$ cat config.mk
export PLATFORM = sky130hd
export DESIGN_NAME = pixel_row_accumulator_flat
export DESIGN_NICKNAME = d
export VERILOG_FILES = /design/src/rtl/pixel_row_accumulator_if.sv /design/src/rtl/pixel_row_accumulator.sv /design/src/flat_wrapper.sv
export SDC_FILE = /design/constraint.sdc
export NUM_CORES = 1
export LEC_CHECK = 0
export ABC_AREA = 1
export BUFFER_PORTS_ARGS = -buffer_cell sky130_fd_sc_hd__clkbuf_2
export CAP_MARGIN = 20
export CORE_MARGIN = 1
export CORE_UTILIZATION = 40
export CTS_BUF_LIST = sky130_fd_sc_hd__clkbuf_8
export CTS_CLUSTER_SIZE = 12
export DETAILED_ROUTE_END_ITERATION = 8
export SYNTH_ARGS = -nofsm -noshare
export SYNTH_HDL_FRONTEND = slang
export SYNTH_SLANG_ARGS = --single-unit
$ cat constraint.sdc
create_clock -name clk_os -period 2.5 [get_ports clk_os]
set_input_delay 0.125 -clock clk_os [delete_from_list [all_inputs] [get_ports clk_os]]
set_output_delay 0.125 -clock clk_os [all_outputs]
set_load 0.02 [all_outputs]
$ cat src/rtl/pixel_row_accumulator_if.sv
// Pixel stream / row-stage bundle between the raster source, the row accumulator
// and the downstream row integral stage.
interface pixel_row_accumulator_if #(
    parameter int PIXEL_WIDTH = 8,
    parameter int DATA_WIDTH  = 8,
    parameter int COORD_WIDTH = 10
);
    logic                   i_frame_start;
    logic                   i_pixel_valid;
    logic [PIXEL_WIDTH-1:0] i_pixel;
    logic                   o_pixel_ready;
    logic                   o_wen;
    logic [DATA_WIDTH-1:0]  o_fifo_in;
    logic [DATA_WIDTH-1:0]  o_reduction_sum;
    logic [COORD_WIDTH-1:0] o_x;
    logic [COORD_WIDTH-1:0] o_y;
    logic                   o_row_end;
    logic                   o_frame_done;
    logic                   o_overflow;

    modport master (
        output i_frame_start, i_pixel_valid, i_pixel,
        input  o_pixel_ready, o_wen, o_fifo_in, o_reduction_sum,
               o_x, o_y, o_row_end, o_frame_done, o_overflow
    );

    modport slave (
        input  i_frame_start, i_pixel_valid, i_pixel,
        output o_pixel_ready, o_wen, o_fifo_in, o_reduction_sum,
               o_x, o_y, o_row_end, o_frame_done, o_overflow
    );
endinterface

$ cat src/rtl/pixel_row_accumulator.sv
// Integral-image front end: accepts raster pixels, emits running row sums with x/y tags.
// Define ROW_SUM_SATURATE_EN to clamp the row sum at all-ones instead of wrapping.
module pixel_row_accumulator #(
    parameter int PIXEL_WIDTH  = 8,
    parameter int DATA_WIDTH   = 8,
    parameter int IMAGE_WIDTH  = 640,
    parameter int IMAGE_HEIGHT = 480,
    parameter int COORD_WIDTH  = 10,
    parameter int ROW_GAP      = 4
) (
    input  logic                      clk_os,
    input  logic                      reset_os,
    pixel_row_accumulator_if.slave    bus
);
    localparam logic [1:0] ST_IDLE   = 2'd0;
    localparam logic [1:0] ST_ACTIVE = 2'd1;
    localparam logic [1:0] ST_GAP    = 2'd2;
    localparam logic [1:0] ST_DONE   = 2'd3;

    localparam logic [COORD_WIDTH-1:0] X_LAST = COORD_WIDTH'(IMAGE_WIDTH - 1);
    localparam logic [COORD_WIDTH-1:0] Y_LAST = COORD_WIDTH'(IMAGE_HEIGHT - 1);
    localparam int                     GAP_W    = (ROW_GAP > 1) ? $clog2(ROW_GAP) : 1;
    localparam int                     GAP_INIT = (ROW_GAP > 0) ? ROW_GAP - 1 : 0;
    localparam logic [GAP_W-1:0]       GAP_LAST = GAP_W'(GAP_INIT);

`ifdef ROW_SUM_SATURATE_EN
    function automatic logic [DATA_WIDTH-1:0] sat_row_sum(input logic [DATA_WIDTH:0] full);
        if (full[DATA_WIDTH]) return '1;
        return full[DATA_WIDTH-1:0];
    endfunction
`endif

    logic [1:0]             state_q, state_d;
    logic [GAP_W-1:0]       gap_q, gap_d;
    logic [COORD_WIDTH-1:0] x_q, x_d, y_q, y_d;
    logic [DATA_WIDTH-1:0]  sum_q, sum_d;
    logic                   ready_q, ready_d;
    logic                   wen_q, wen_d;
    logic [DATA_WIDTH-1:0]  fifo_q, fifo_d, rsum_q, rsum_d;
    logic [COORD_WIDTH-1:0] ox_q, ox_d, oy_q, oy_d;
    logic                   row_end_q, row_end_d;
    logic                   done_q, done_d;
    logic                   ovf_q, ovf_d;

    logic                   accept;
    logic                   row_last;
    logic                   frame_last;
    logic [DATA_WIDTH-1:0]  row_base;
    logic [DATA_WIDTH:0]    sum_full;
    logic [DATA_WIDTH-1:0]  sum_lim;

    assign accept     = ready_q & bus.i_pixel_valid;
    assign row_last   = (x_q == X_LAST);
    assign frame_last = row_last && (y_q == Y_LAST);
    // Each row restarts from zero at its first pixel, whatever the previous row left behind.
    assign row_base   = (x_q == '0) ? '0 : sum_q;
    assign sum_full   = {1'b0, row_base} + (DATA_WIDTH+1)'(bus.i_pixel);
`ifdef ROW_SUM_SATURATE_EN
    assign sum_lim    = sat_row_sum(sum_full);
`else
    assign sum_lim    = sum_full[DATA_WIDTH-1:0];
`endif

    always_comb begin
        state_d   = state_q;
        gap_d     = gap_q;
        x_d       = x_q;
        y_d       = y_q;
        sum_d     = sum_q;
        wen_d     = 1'b0;
        fifo_d    = fifo_q;
        rsum_d    = rsum_q;
        ox_d      = ox_q;
        oy_d      = oy_q;
        row_end_d = row_end_q;
        ovf_d     = ovf_q;
        case (state_q)
            ST_IDLE: begin
                if (bus.i_frame_start) begin
                    state_d = ST_ACTIVE;
                    x_d     = '0;
                    y_d     = '0;
                    sum_d   = '0;
                    ovf_d   = 1'b0;
                end
            end
            ST_ACTIVE: begin
                if (accept) begin
                    wen_d     = 1'b1;
                    fifo_d    = DATA_WIDTH'(bus.i_pixel);
                    rsum_d    = sum_lim;
                    sum_d     = sum_lim;
                    ox_d      = x_q;
                    oy_d      = y_q;
                    row_end_d = row_last;
                    ovf_d     = ovf_q | sum_full[DATA_WIDTH];
                    if (!row_last) begin
                        x_d = x_q + COORD_WIDTH'(1);
                    end else begin
                        x_d = '0;
                        if (frame_last) begin
                            y_d     = '0;
                            state_d = ST_DONE;
                        end else begin
                            y_d = y_q + COORD_WIDTH'(1);
                            if (ROW_GAP > 0) begin
                                state_d = ST_GAP;
                                gap_d   = GAP_LAST;
                            end
                        end
                    end
                end
            end
            ST_GAP: begin
                if (gap_q == '0) state_d = ST_ACTIVE;
                else             gap_d   = gap_q - GAP_W'(1);
            end
            default: state_d = ST_IDLE;
        endcase
        ready_d = (state_d == ST_ACTIVE);
        done_d  = (state_d == ST_DONE);
    end

    always_ff @(posedge clk_os) begin
        if (reset_os) begin
            state_q   <= ST_IDLE;
            gap_q     <= '0;
            x_q       <= '0;
            y_q       <= '0;
            sum_q     <= '0;
            ready_q   <= 1'b0;
            wen_q     <= 1'b0;
            fifo_q    <= '0;
            rsum_q    <= '0;
            ox_q      <= '0;
            oy_q      <= '0;
            row_end_q <= 1'b0;
            done_q    <= 1'b0;
            ovf_q     <= 1'b0;
        end else begin
            state_q   <= state_d;
            gap_q     <= gap_d;
            x_q       <= x_d;
            y_q       <= y_d;
            sum_q     <= sum_d;
            ready_q   <= ready_d;
            wen_q     <= wen_d;
            fifo_q    <= fifo_d;
            rsum_q    <= rsum_d;
            ox_q      <= ox_d;
            oy_q      <= oy_d;
            row_end_q <= row_end_d;
            done_q    <= done_d;
            ovf_q     <= ovf_d;
        end
    end

    assign bus.o_pixel_ready   = ready_q;
    assign bus.o_wen           = wen_q;
    assign bus.o_fifo_in       = fifo_q;
    assign bus.o_reduction_sum = rsum_q;
    assign bus.o_x             = ox_q;
    assign bus.o_y             = oy_q;
    assign bus.o_row_end       = row_end_q;
    assign bus.o_frame_done    = done_q;
    assign bus.o_overflow      = ovf_q;
endmodule
$ cat src/flat_wrapper.sv
// flat-port wrapper written by rule: the top's interface ports become plain ports
module pixel_row_accumulator_flat 
#(
    parameter int PIXEL_WIDTH  = 8,
    parameter int DATA_WIDTH   = 8,
    parameter int IMAGE_WIDTH  = 640,
    parameter int IMAGE_HEIGHT = 480,
    parameter int COORD_WIDTH  = 10,
    parameter int ROW_GAP      = 4
)
  (clk_os, reset_os, bus_i_frame_start, bus_i_pixel_valid, bus_i_pixel, bus_o_pixel_ready, bus_o_wen, bus_o_fifo_in, bus_o_reduction_sum, bus_o_x, bus_o_y, bus_o_row_end, bus_o_frame_done, bus_o_overflow);
  pixel_row_accumulator_if #(.PIXEL_WIDTH(PIXEL_WIDTH), .DATA_WIDTH(DATA_WIDTH), .COORD_WIDTH(COORD_WIDTH)) bus_i ();
  input  logic clk_os;
  input  logic reset_os;
  input wire logic [$bits(bus_i.i_frame_start)-1:0] bus_i_frame_start;
  input wire logic [$bits(bus_i.i_pixel_valid)-1:0] bus_i_pixel_valid;
  input wire logic [$bits(bus_i.i_pixel)-1:0] bus_i_pixel;
  output wire logic [$bits(bus_i.o_pixel_ready)-1:0] bus_o_pixel_ready;
  output wire logic [$bits(bus_i.o_wen)-1:0] bus_o_wen;
  output wire logic [$bits(bus_i.o_fifo_in)-1:0] bus_o_fifo_in;
  output wire logic [$bits(bus_i.o_reduction_sum)-1:0] bus_o_reduction_sum;
  output wire logic [$bits(bus_i.o_x)-1:0] bus_o_x;
  output wire logic [$bits(bus_i.o_y)-1:0] bus_o_y;
  output wire logic [$bits(bus_i.o_row_end)-1:0] bus_o_row_end;
  output wire logic [$bits(bus_i.o_frame_done)-1:0] bus_o_frame_done;
  output wire logic [$bits(bus_i.o_overflow)-1:0] bus_o_overflow;
  assign bus_i.i_frame_start = bus_i_frame_start;
  assign bus_i.i_pixel_valid = bus_i_pixel_valid;
  assign bus_i.i_pixel = bus_i_pixel;
  assign bus_o_pixel_ready = bus_i.o_pixel_ready;
  assign bus_o_wen = bus_i.o_wen;
  assign bus_o_fifo_in = bus_i.o_fifo_in;
  assign bus_o_reduction_sum = bus_i.o_reduction_sum;
  assign bus_o_x = bus_i.o_x;
  assign bus_o_y = bus_i.o_y;
  assign bus_o_row_end = bus_i.o_row_end;
  assign bus_o_frame_done = bus_i.o_frame_done;
  assign bus_o_overflow = bus_i.o_overflow;
  pixel_row_accumulator #(.PIXEL_WIDTH(PIXEL_WIDTH), .DATA_WIDTH(DATA_WIDTH), .IMAGE_WIDTH(IMAGE_WIDTH), .IMAGE_HEIGHT(IMAGE_HEIGHT), .COORD_WIDTH(COORD_WIDTH), .ROW_GAP(ROW_GAP)) u_core (.clk_os(clk_os), .reset_os(reset_os), .bus(bus_i));
endmodule
==> results.ini, run 1 <==
[power_and_ir_drop]
p_seq_share_pct=47.9
power.switching_uw=637.9
p_per_area_nw_per_um2=619.8
p_comb_share_pct=10.3
p_int_uw=1894
p_leak_uw=0.001802
ir_drop_uv=263.9
pwr-share-clk_pct=41.8
swShare_pct=25.19

[setup_path]
cp_slowest_cell=dfxtp_2
critical_path.max_stage_delay_ns=0.34
critPathMostFrequentCell=ha_1
start_kind=register
crit_type=reg2reg
end_kind=register
cp_num_buf_inv=3
worstPathCellList=inv_2, ha_1, nand4_1, nor3_2, buf_4, nor2_1, ha_1, or2_4, and2_1, or2_2, nand3_2, o211ai_1, inv_1
path_max_fanout=6
cp.required_ns=2.81
crit_family=simple AND/OR/NAND/NOR gates
crit_arrival_ns=2.63

[yosys]
postSynthCellCount=485
netlist_area_um2=3383
yosysSeqAreaShare_pct=43.20
synth_cell_types=30
avgSynthCellArea_um2=6.976
yosysWarnings=0
ys_ff_latch=73
syn-num-nets=510

[route]
antenna_left=0
drtPass1Iterations=5
dr_total_vias=3198
wl_mm=8.257
route.detailed.drc=0
vias_per_cell=4.882
drtIter0Drc=141
avgRoutedWirePerCell_um=12.61

[timing]
maxSlewViolCount=0
setup_viol=0
rsz0062_at_grt=no
finalHoldViolCount=0
fin_ws_ns=0.1718
fin_crit_sh_pct=93.13
fin_setup_tns_ns=0
tightestPinTransition_ns=0.5832
fin_crit_ns=2.328
finClkSkew_ns=0.006552
maxSlewHeadroom_pct=61.08
fmax_mhz=429.5

[clock_network]
cts_hold_buffers=0
cts_tree=yes
cts_inserted_buffers=9
clkTransAtPathRegs_ns=0.07
cts_root_buf=clkbuf_8
clockBufferDepth=2
cts_max_level=3
clk_latency_ns=0.36
cts.sinks=73

[placement]
place_ws_ns=-0.05557
hpwl_mm=5.917
place.port_buffers=52
gp_congestion=0.8329

[floorplanning]
die_h_um=93.97
io-pin-count=53
dieWidth_um=93.97
fp.dieArea_um2=8829
core_area_um2=8217
start_util_pct=41.18
core.rowCount=33

[run]
cap_violations=0

[status]
status=finished clean

[cells_and_area]
drive_above_1_share_pct=19.27
num_antenna_cells=0
areaGrowthSynthToFinish_pct=20.75
nets=570

[grt]
grt_max_degree=37
grt_pass1_vias=2883
antenna_found_initial=0
grt_usage_pct=20.01
grt_overflow=0
grt_pass1_wl_mm=13.65

[worst_hold_path]
holdCritPathClass=in2reg

-- power groups by stage --
stage                     Combinational, uW  Clock [uW]  Sequential, uW
final                                   260        1060            1210
after global routing                    291        1130            1220
after CTS                               249        1080            1210
after detailed placement                247           0            1240
after global placement                  243           0            1240
after floorplan                         146           0            1260
-- cells in the mapped netlist --
| master | instances | share of area [%] |
|---|---|---|
| nand2_1 | 97 | 11 |
| nor2_1 | 83 | 9.2 |
| dfxtp_1 | 73 | 43 |
| inv_1 | 60 | 6.7 |
| a21oi_1 | 42 | 6.2 |
| o21ai_0 | 36 | 5.3 |
| nand3_1 | 27 | 4.0 |
| ha_1 | 12 | 4.4 |
| clkbuf_1 | 9 | 1.0 |
| nor3_1 | 9 | 1.3 |
| buf_2 | 6 | 0.89 |
| or2_2 | 4 | 0.74 |
| nand2_2 | 3 | 0.55 |
| nand4_1 | 3 | 0.55 |
| nor2_2 | 3 | 0.55 |
| xnor2_1 | 3 | 0.78 |
| xor2_1 | 2 | 0.52 |
| a211oi_1 | 1 | 0.22 |
| and2_1 | 1 | 0.19 |
| buf_4 | 1 | 0.22 |
| clkinv_1 | 1 | 0.11 |
| fa_1 | 1 | 0.59 |
| nand3_2 | 1 | 0.30 |
| nand3b_1 | 1 | 0.22 |
| nand4_2 | 1 | 0.37 |
| o211ai_1 | 1 | 0.22 |
| o21a_1 | 1 | 0.22 |
| o21ai_1 | 1 | 0.15 |
| o21ai_2 | 1 | 0.26 |
| o21bai_1 | 1 | 0.22 |
-- worst register-to-register path: cells and delay by family, from the launching register on --
family                     cells  cell delay [ns]
and+or+nand+nor                7             1.10
adders and majority gates      2             0.46
DFF                            1             0.34
buffers and inverters          3             0.30
AOI/OAI and AO/OA              1             0.08
-- state kept, by name, indices dropped and copies added (netlist names) --
| name | cells |
|---|---|
| u_core.bus.o_frame_done | 1 |
| u_core.bus.o_overflow | 1 |
| u_core.y_q | 10 |
| u_core.sum_q | 8 |
| u_core.bus.o_pixel_ready | 1 |
| u_core.bus.o_y | 10 |
| u_core.bus.o_wen | 1 |
| u_core.x_q | 10 |
| u_core.bus.o_fifo_in | 8 |
| u_core.gap_q | 2 |
| u_core.bus.o_x | 10 |
| u_core.bus.o_row_end | 1 |
| u_core.state_q | 2 |
| u_core.bus.o_reduction_sum | 8 |
-- cells in the final DEF, fill, tap and decap left out, types with 2 or more instances in the layout --
master,n
xor2_1,2
o21ai_0,35
nor2_2,4
nand2_1,97
nor2_1,82
bufinv_16,2
a21oi_2,2
buf_4,13
clkinvlp_4,2
nand4_1,3
ha_1,10
clkbuf_8,11
nand3_2,2
xnor2_1,3
dfxtp_2,2
nand2_2,3
a21oi_1,40
clkbuf_2,52
inv_2,2
inv_1,59
or2_2,3
dfxtp_1,71
nor3_1,8
nand3_1,26
-- final timing paths --
path              startpoint                             to  slack (ns)  depth (start not counted)
min           bus_i_pixel[0]        u_core.bus.o_fifo_in[0]        0.05                          3
max            u_core.x_q[1]  u_core.bus.o_reduction_sum[3]        0.17                         13
min reg2reg  u_core.sum_q[1]                u_core.sum_q[1]        0.46                          2
max reg2reg    u_core.x_q[1]  u_core.bus.o_reduction_sum[3]        0.17                         13
-- metal layers --
layer,share of wire [%],vias up,GRT usage (%)
li1,-,1656,-
met1,49,1466,26.19
met2,45,65,31.87
met3,3.9,11,4.450
met4,2.0,0,7.692
met5,0,-,0
-- through the flow --
| step | hold WS [ns] | util [%] | std cells | total power (uW) | instance area (um2) |
|---|---|---|---|---|---|
| final | 0.04888 | 49.72 | 655 | 2532 | 4085 |
| after global routing | 0.06752 | 49.72 | 655 | 2640 | 4085 |
| after CTS | 0.04761 | 48.88 | 653 | 2542 | 4016 |
| after detailed placement | 0.4213 | 46.08 | 637 | 1486 | 3786 |
| after global placement | 0.4119 | 46.08 | 637 | 1481 | 3786 |
| after floorplan | 0.2896 | - | 485 | 1407 | 3383 |
-- cell type report --
cell class,count,area [um2]
fillers,841,4131
multi-input cells,335,1673
flip-flops and latches,73,1464
repair buffers,65,357.8
inverters,61,229.0
clock buffers,11,151.4
well taps,105,131.4
clock inverters,5,78.83
-- logic make-up after synthesis --
family | after synthesis | synth area share, %
DFF | 73 | 43.20
adders and majority gates | 13 | 5.029
xor gates and xnor gates | 5 | 1.295
AOI/OAI and AO/OA | 84 | 12.83
and+or+nand+nor | 233 | 28.77
buffers and inverters | 77 | 8.876
-- timing repair --
| item | 4_1_cts | 5_1_grt |
|---|---|---|
| setup endpoints to repair | 4 | 13 |
| setup buffers | 0 | 2 |
| pin swaps | 0 | 3 |
| hold endpoints to repair | 0 | 0 |
| gates resized for setup | 1 | 15 |
No activity file was read; power rests on OpenSTA's default activity.
==> inputs of run 2 (changes only) <==
Settings changed: REMOVE_ABC_BUFFERS set to 1.
==> run 2 against run 1 <==
  * Maximum frequency barely moved
  * Combinational power fell by 2%
  * Sequential share of layout area up 0.74 points
  * Global-route usage decreased by 0.78 points
==> results.ini, run 2 (synthesis gave the netlist of run 1 again) <==
[setup_path]
r2r-start=u_core.x_q[1]
path_max_fanout=5
rrSetupSlack_ns=0.17
end_kind=register
endpoint=u_core.bus.o_reduction_sum[3]
crit_type=reg2reg
timing.rr.end=u_core.bus.o_reduction_sum[3]
crit_arrival_ns=2.62
start_kind=register
startpoint=u_core.x_q[1]
r2r_cells=13
cp.required_ns=2.80

[placement]
place_ws_ns=0.07246
place.port_buffers=52
hpwl_mm=5.698
gp_congestion=0.8208

[timing]
fmax_mhz=429.4
setup_viol=0
fin_crit_sh_pct=93.16
finClkSkew_ns=0.007492
fin_crit_ns=2.329
maxSlewViolCount=0
finalHoldViolCount=0
fin_ws_ns=0.1711
tightestPinTransition_ns=0.4938
rsz0062_at_grt=no
maxSlewHeadroom_pct=67.08

[clock_network]
clk_latency_ns=0.34
cts_hold_buffers=0
cts_root_buf=clkbuf_8
clkTransAtPathRegs_ns=0.07
cts.sinks=73
cts_tree=yes
cts_max_level=3
cts_inserted_buffers=9
clockBufferDepth=2

[floorplanning]
start_util_pct=41.18
dieWidth_um=93.97
core.rowCount=33
io-pin-count=53
core_area_um2=8217
fp.dieArea_um2=8829
die_h_um=93.97

[power_and_ir_drop]
p_per_area_nw_per_um2=571.9
ir_drop_uv=256.7
p_total_uw=2289
p_leak_uw=0.001798

[grt]
grt_max_degree=42
grt_pass1_wl_mm=13.08
grt_usage_pct=19.23
grt_pass1_vias=2881
grt_overflow=0
antenna_found_initial=0

[cells_and_area]
multi_input_area_um2=1632
final_cell_mix=97 x nand2_1, 82 x nor2_1, 71 x dfxtp_1, 62 x inv_1, 52 x clkbuf_2
nets=572
seq_area_um2=1464
n_fill_cell=847
drive_above_1_share_pct=17.93
areaGrowthSynthToFinish_pct=18.31
layout_commonest_cell=nand2_1
num_antenna_cells=0

[status]
status=finished clean

[route]
drtIter0Drc=99
route.detailed.drc=0
drtPass1Iterations=4
dr_total_vias=3162
vias_per_cell=4.813
antenna_left=0
wl_mm=7.803
avgRoutedWirePerCell_um=11.88

[run]
cap_violations=0

[worst_hold_path]
holdCritPathClass=in2reg

run 2: worst min path at each step:
stage               cells after the start           start  slack [ns]                            end
floorplan                               1        reset_os        0.19  u_core.bus.o_reduction_sum[0]
global route                            3  bus_i_pixel[4]        0.09        u_core.bus.o_fifo_in[4]
global placement                        3  bus_i_pixel[3]        0.42        u_core.bus.o_fifo_in[3]
CTS                                     3  bus_i_pixel[2]        0.07        u_core.bus.o_fifo_in[2]
detailed placement                      3  bus_i_pixel[2]        0.42        u_core.bus.o_fifo_in[2]
finish                                  3  bus_i_pixel[2]        0.07        u_core.bus.o_fifo_in[2]
run 2: where the power goes:
part / leakage [uW] / switching, uW / internal [uW]
Combinational: 0.00110 / 166 / 88.5
Clock: 0.000101 / 418 / 402
Sequential: 0.000592 / 18.1 / 1200
Total: 0.00180 / 603 / 1690
run 2: routing by layer:
metal / global-route usage [%] / vias to the layer above / routed length (um)
li1: - / 1662 / -
met1: 23.94 / 1426 / 3737
met2: 32.24 / 64 / 3644
met3: 3.883 / 10 / 303
met4: 7.821 / 0 / 117
met5: 0 / - / 0
run 2: layout make-up:
type / instances / area share, %
Multi-Input combinational cell: 335 / 40.76
Timing Repair Buffer: 67 / 9.315
Inverter: 61 / 5.721
Tap cell: 105 / 3.282
Clock buffer: 11 / 3.782
Sequential cell: 73 / 36.57
Clock inverter: 5 / 0.5627
run 2: critical path: stages (launching register included):
cell and delay [ns]:
dfxtp_2 0.33, inv_1 0.09, ha_1 0.15, nand4_1 0.10
nor3_2 0.13, buf_4 0.16, nor2_1 0.05, ha_1 0.29
or2_2 0.30, and2_1 0.17, or2_2 0.27, nand3_1 0.09
o211ai_1 0.09, inv_1 0.06
run 2: per-stage QoR:
step / setup TNS [ns] / hold WS (ns) / utilization [%] / area (um2) / std cells
6_report: 0 / 0.07130 / 48.71 / 4003 / 657
3_3_place_gp: 0 / 0.4172 / 46.17 / 3794 / 638
3_5_place_dp: 0 / 0.4219 / 46.17 / 3794 / 638
4_1_cts: 0 / 0.06701 / 48.29 / 3968 / 654
2_1_floorplan: -0.03047 / 0.1941 / - / 3312 / 469
5_1_grt: 0 / 0.09154 / 48.71 / 4003 / 657
run 2: what timing repair did:
item | CTS | global route
buffers inserted | 0 | 3
setup endpoints to repair | 0 | 7
gates resized for setup | 0 | 6
==> inputs of run 3 (changes only) <==
Settings changed: CORE_UTILIZATION 40 to 46, PLACE_DENSITY set to 0.69.
==> run 3 against run 2 <==
  * First-iteration DRC count increased by 23%
  * Hold slack improved by 0.0019 ns
  * Critical path depth decreased by 1
  * Register-to-register slack got worse by 0.06 ns
  * Sequential cell count unchanged
  * Cell count decreased by 2.0%
  * Maximum frequency decreased by 2.6%
  * Critical endpoint unchanged
  * Count of clock-buffer cells in the layout decreased by 2
==> results.ini, run 3 (synthesis gave the netlist of run 1 again) <==
[setup_path]
cp.required_ns=2.79
timing.rr.end=u_core.bus.o_reduction_sum[3]
path_max_fanout=3
crit_type=reg2reg
crit_arrival_ns=2.68
r2r-start=u_core.x_q[0]
rrSetupSlack_ns=0.11
start_kind=register
end_kind=register
r2r_cells=12

[timing]
fin_crit_ns=2.391
finalHoldViolCount=0
finClkSkew_ns=0.007109
fin_crit_sh_pct=95.65
fin_setup_tns_ns=0
maxSlewViolCount=0
setup_viol=0
tightestPinTransition_ns=0.5023
maxSlewHeadroom_pct=66.51
fmax_mhz=418.2
fin_ws_ns=0.1088

[grt]
grt_usage_pct=21.82
grt_pass1_wl_mm=12.99
grt_max_degree=29
antenna_found_initial=0
grt_overflow=0
grt_pass1_vias=2947

[worst_hold_path]
holdPathStages=3
whs_endpoint=u_core.bus.o_fifo_in[5]
min_from=bus_i_pixel[5]
holdCritPathClass=in2reg

[power_and_ir_drop]
p_total_uw=2350
power.switching_uw=615.0
p_int_uw=1734
p_leak_uw=0.001787
p_per_area_nw_per_um2=589.0
ir_drop_uv=238.0
p_seq_share_pct=51.6
pwr-share-clk_pct=37.4
swShare_pct=26.18
p_comb_share_pct=11.0

[floorplanning]
dieWidth_um=87.76
core.rowCount=30
start_util_pct=48.72
die_h_um=87.76
fp.dieArea_um2=7702
io-pin-count=53
core_area_um2=6944

[cells_and_area]
num_antenna_cells=0
final_cell_mix=97 x nand2_1, 82 x nor2_1, 72 x dfxtp_1, 59 x inv_1, 52 x clkbuf_2
nets=569
post-route-util_pct=57.44
multi_input_area_um2=1638
seq_area_um2=1463
drive_above_1_share_pct=17.70
layout.cells.non_filler=644
n_fill_cell=668
layout_commonest_cell=nand2_1
areaGrowthSynthToFinish_pct=17.90

[clock_network]
cts_max_level=3
cts_tree=yes
cts_inserted_buffers=9
clockBufferDepth=2
clk_latency_ns=0.34
cts_root_buf=clkbuf_8
cts.sinks=73
clkTransAtPathRegs_ns=0.08
cts_hold_buffers=0

[route]
avgRoutedWirePerCell_um=11.86
antenna_left=0
wl_mm=7.641
dr_total_vias=3176
drtIter0Drc=122
route.detailed.drc=0
drtPass1Iterations=4
vias_per_cell=4.932

[status]
status=finished clean

[placement]
hpwl_mm=5.442
place.port_buffers=52
place_ws_ns=0.05828
gp_congestion=0.9033
dpl.cell_count=628

[run]
cap_violations=0

run 3: changes by cell type in the layout (fill, tap and decap cells not counted), moves of 2 or more:
cell      delta
buf_4        -4
inv_1        -3
clkbuf_8     -2
clkinv_4     +2
inv_2        +2
run 3: layout make-up:
cell class | count | area share [%]
Multi-Input combinational cell | 335 | 41.06
Sequential cell | 73 | 36.67
Timing Repair Buffer | 64 | 8.877
Inverter | 61 | 5.740
Clock buffer | 9 | 3.105
Tap cell | 96 | 3.011
Clock inverter | 6 | 1.537
run 3: how the worst max path moves through the flow:
stage	from	endpoint	slack, ns
after floorplan	u_core.x_q[0]	u_core.bus.o_reduction_sum[3]	-0.03
after global placement	u_core.x_q[1]	u_core.bus.o_reduction_sum[3]	0.15
after detailed placement	u_core.x_q[1]	u_core.sum_q[6]	0.06
after CTS	u_core.x_q[1]	u_core.sum_q[6]	0.06
after global routing	u_core.x_q[1]	u_core.bus.o_reduction_sum[3]	-0.02
final	u_core.x_q[0]	u_core.bus.o_reduction_sum[3]	0.11
run 3: metrics by stage:
| step | area, um2 | hold slack (ns) |
|---|---|---|
| after global routing | 3989 | 0.09494 |
| after global placement | 3775 | 0.4174 |
| after floorplan | 3312 | 0.1941 |
| final | 3989 | 0.07315 |
| after CTS | 3960 | 0.06475 |
| after detailed placement | 3775 | 0.4269 |
run 3: critical path, cell delays in order, from the launching register on:
cell and delay (ns):
dfxtp_1 0.32, inv_2 0.07, ha_1 0.14, nand4_1 0.14
nor3_4 0.28, nor2_1 0.07, ha_1 0.33, or2_2 0.31
and2_1 0.17, or2_2 0.27, nand3_1 0.09, o211ai_1 0.09
inv_1 0.06
run 3: per-layer routing:
metal  track usage, %  share of wire, %  routed length [um]
met5                0                 0                   0
met4            11.18               1.5                 112
met1            26.79                47                3584
met2            36.58                47                3616
met3            3.864               4.3                 328
run 3: power groups by stage:
stage / Combinational, uW / Sequential, uW / Clock (uW)
after floorplan: 135 / 1260 / 0
after global placement: 245 / 1240 / 0
after detailed placement: 249 / 1240 / 0
after CTS: 250 / 1210 / 904
after global routing: 291 / 1220 / 955
final: 257 / 1210 / 880
run 3: what timing repair did:
action,in CTS,in global routing
buffers inserted,0,1
endpoints found under the setup margin,0,9
gates resized for setup,0,8
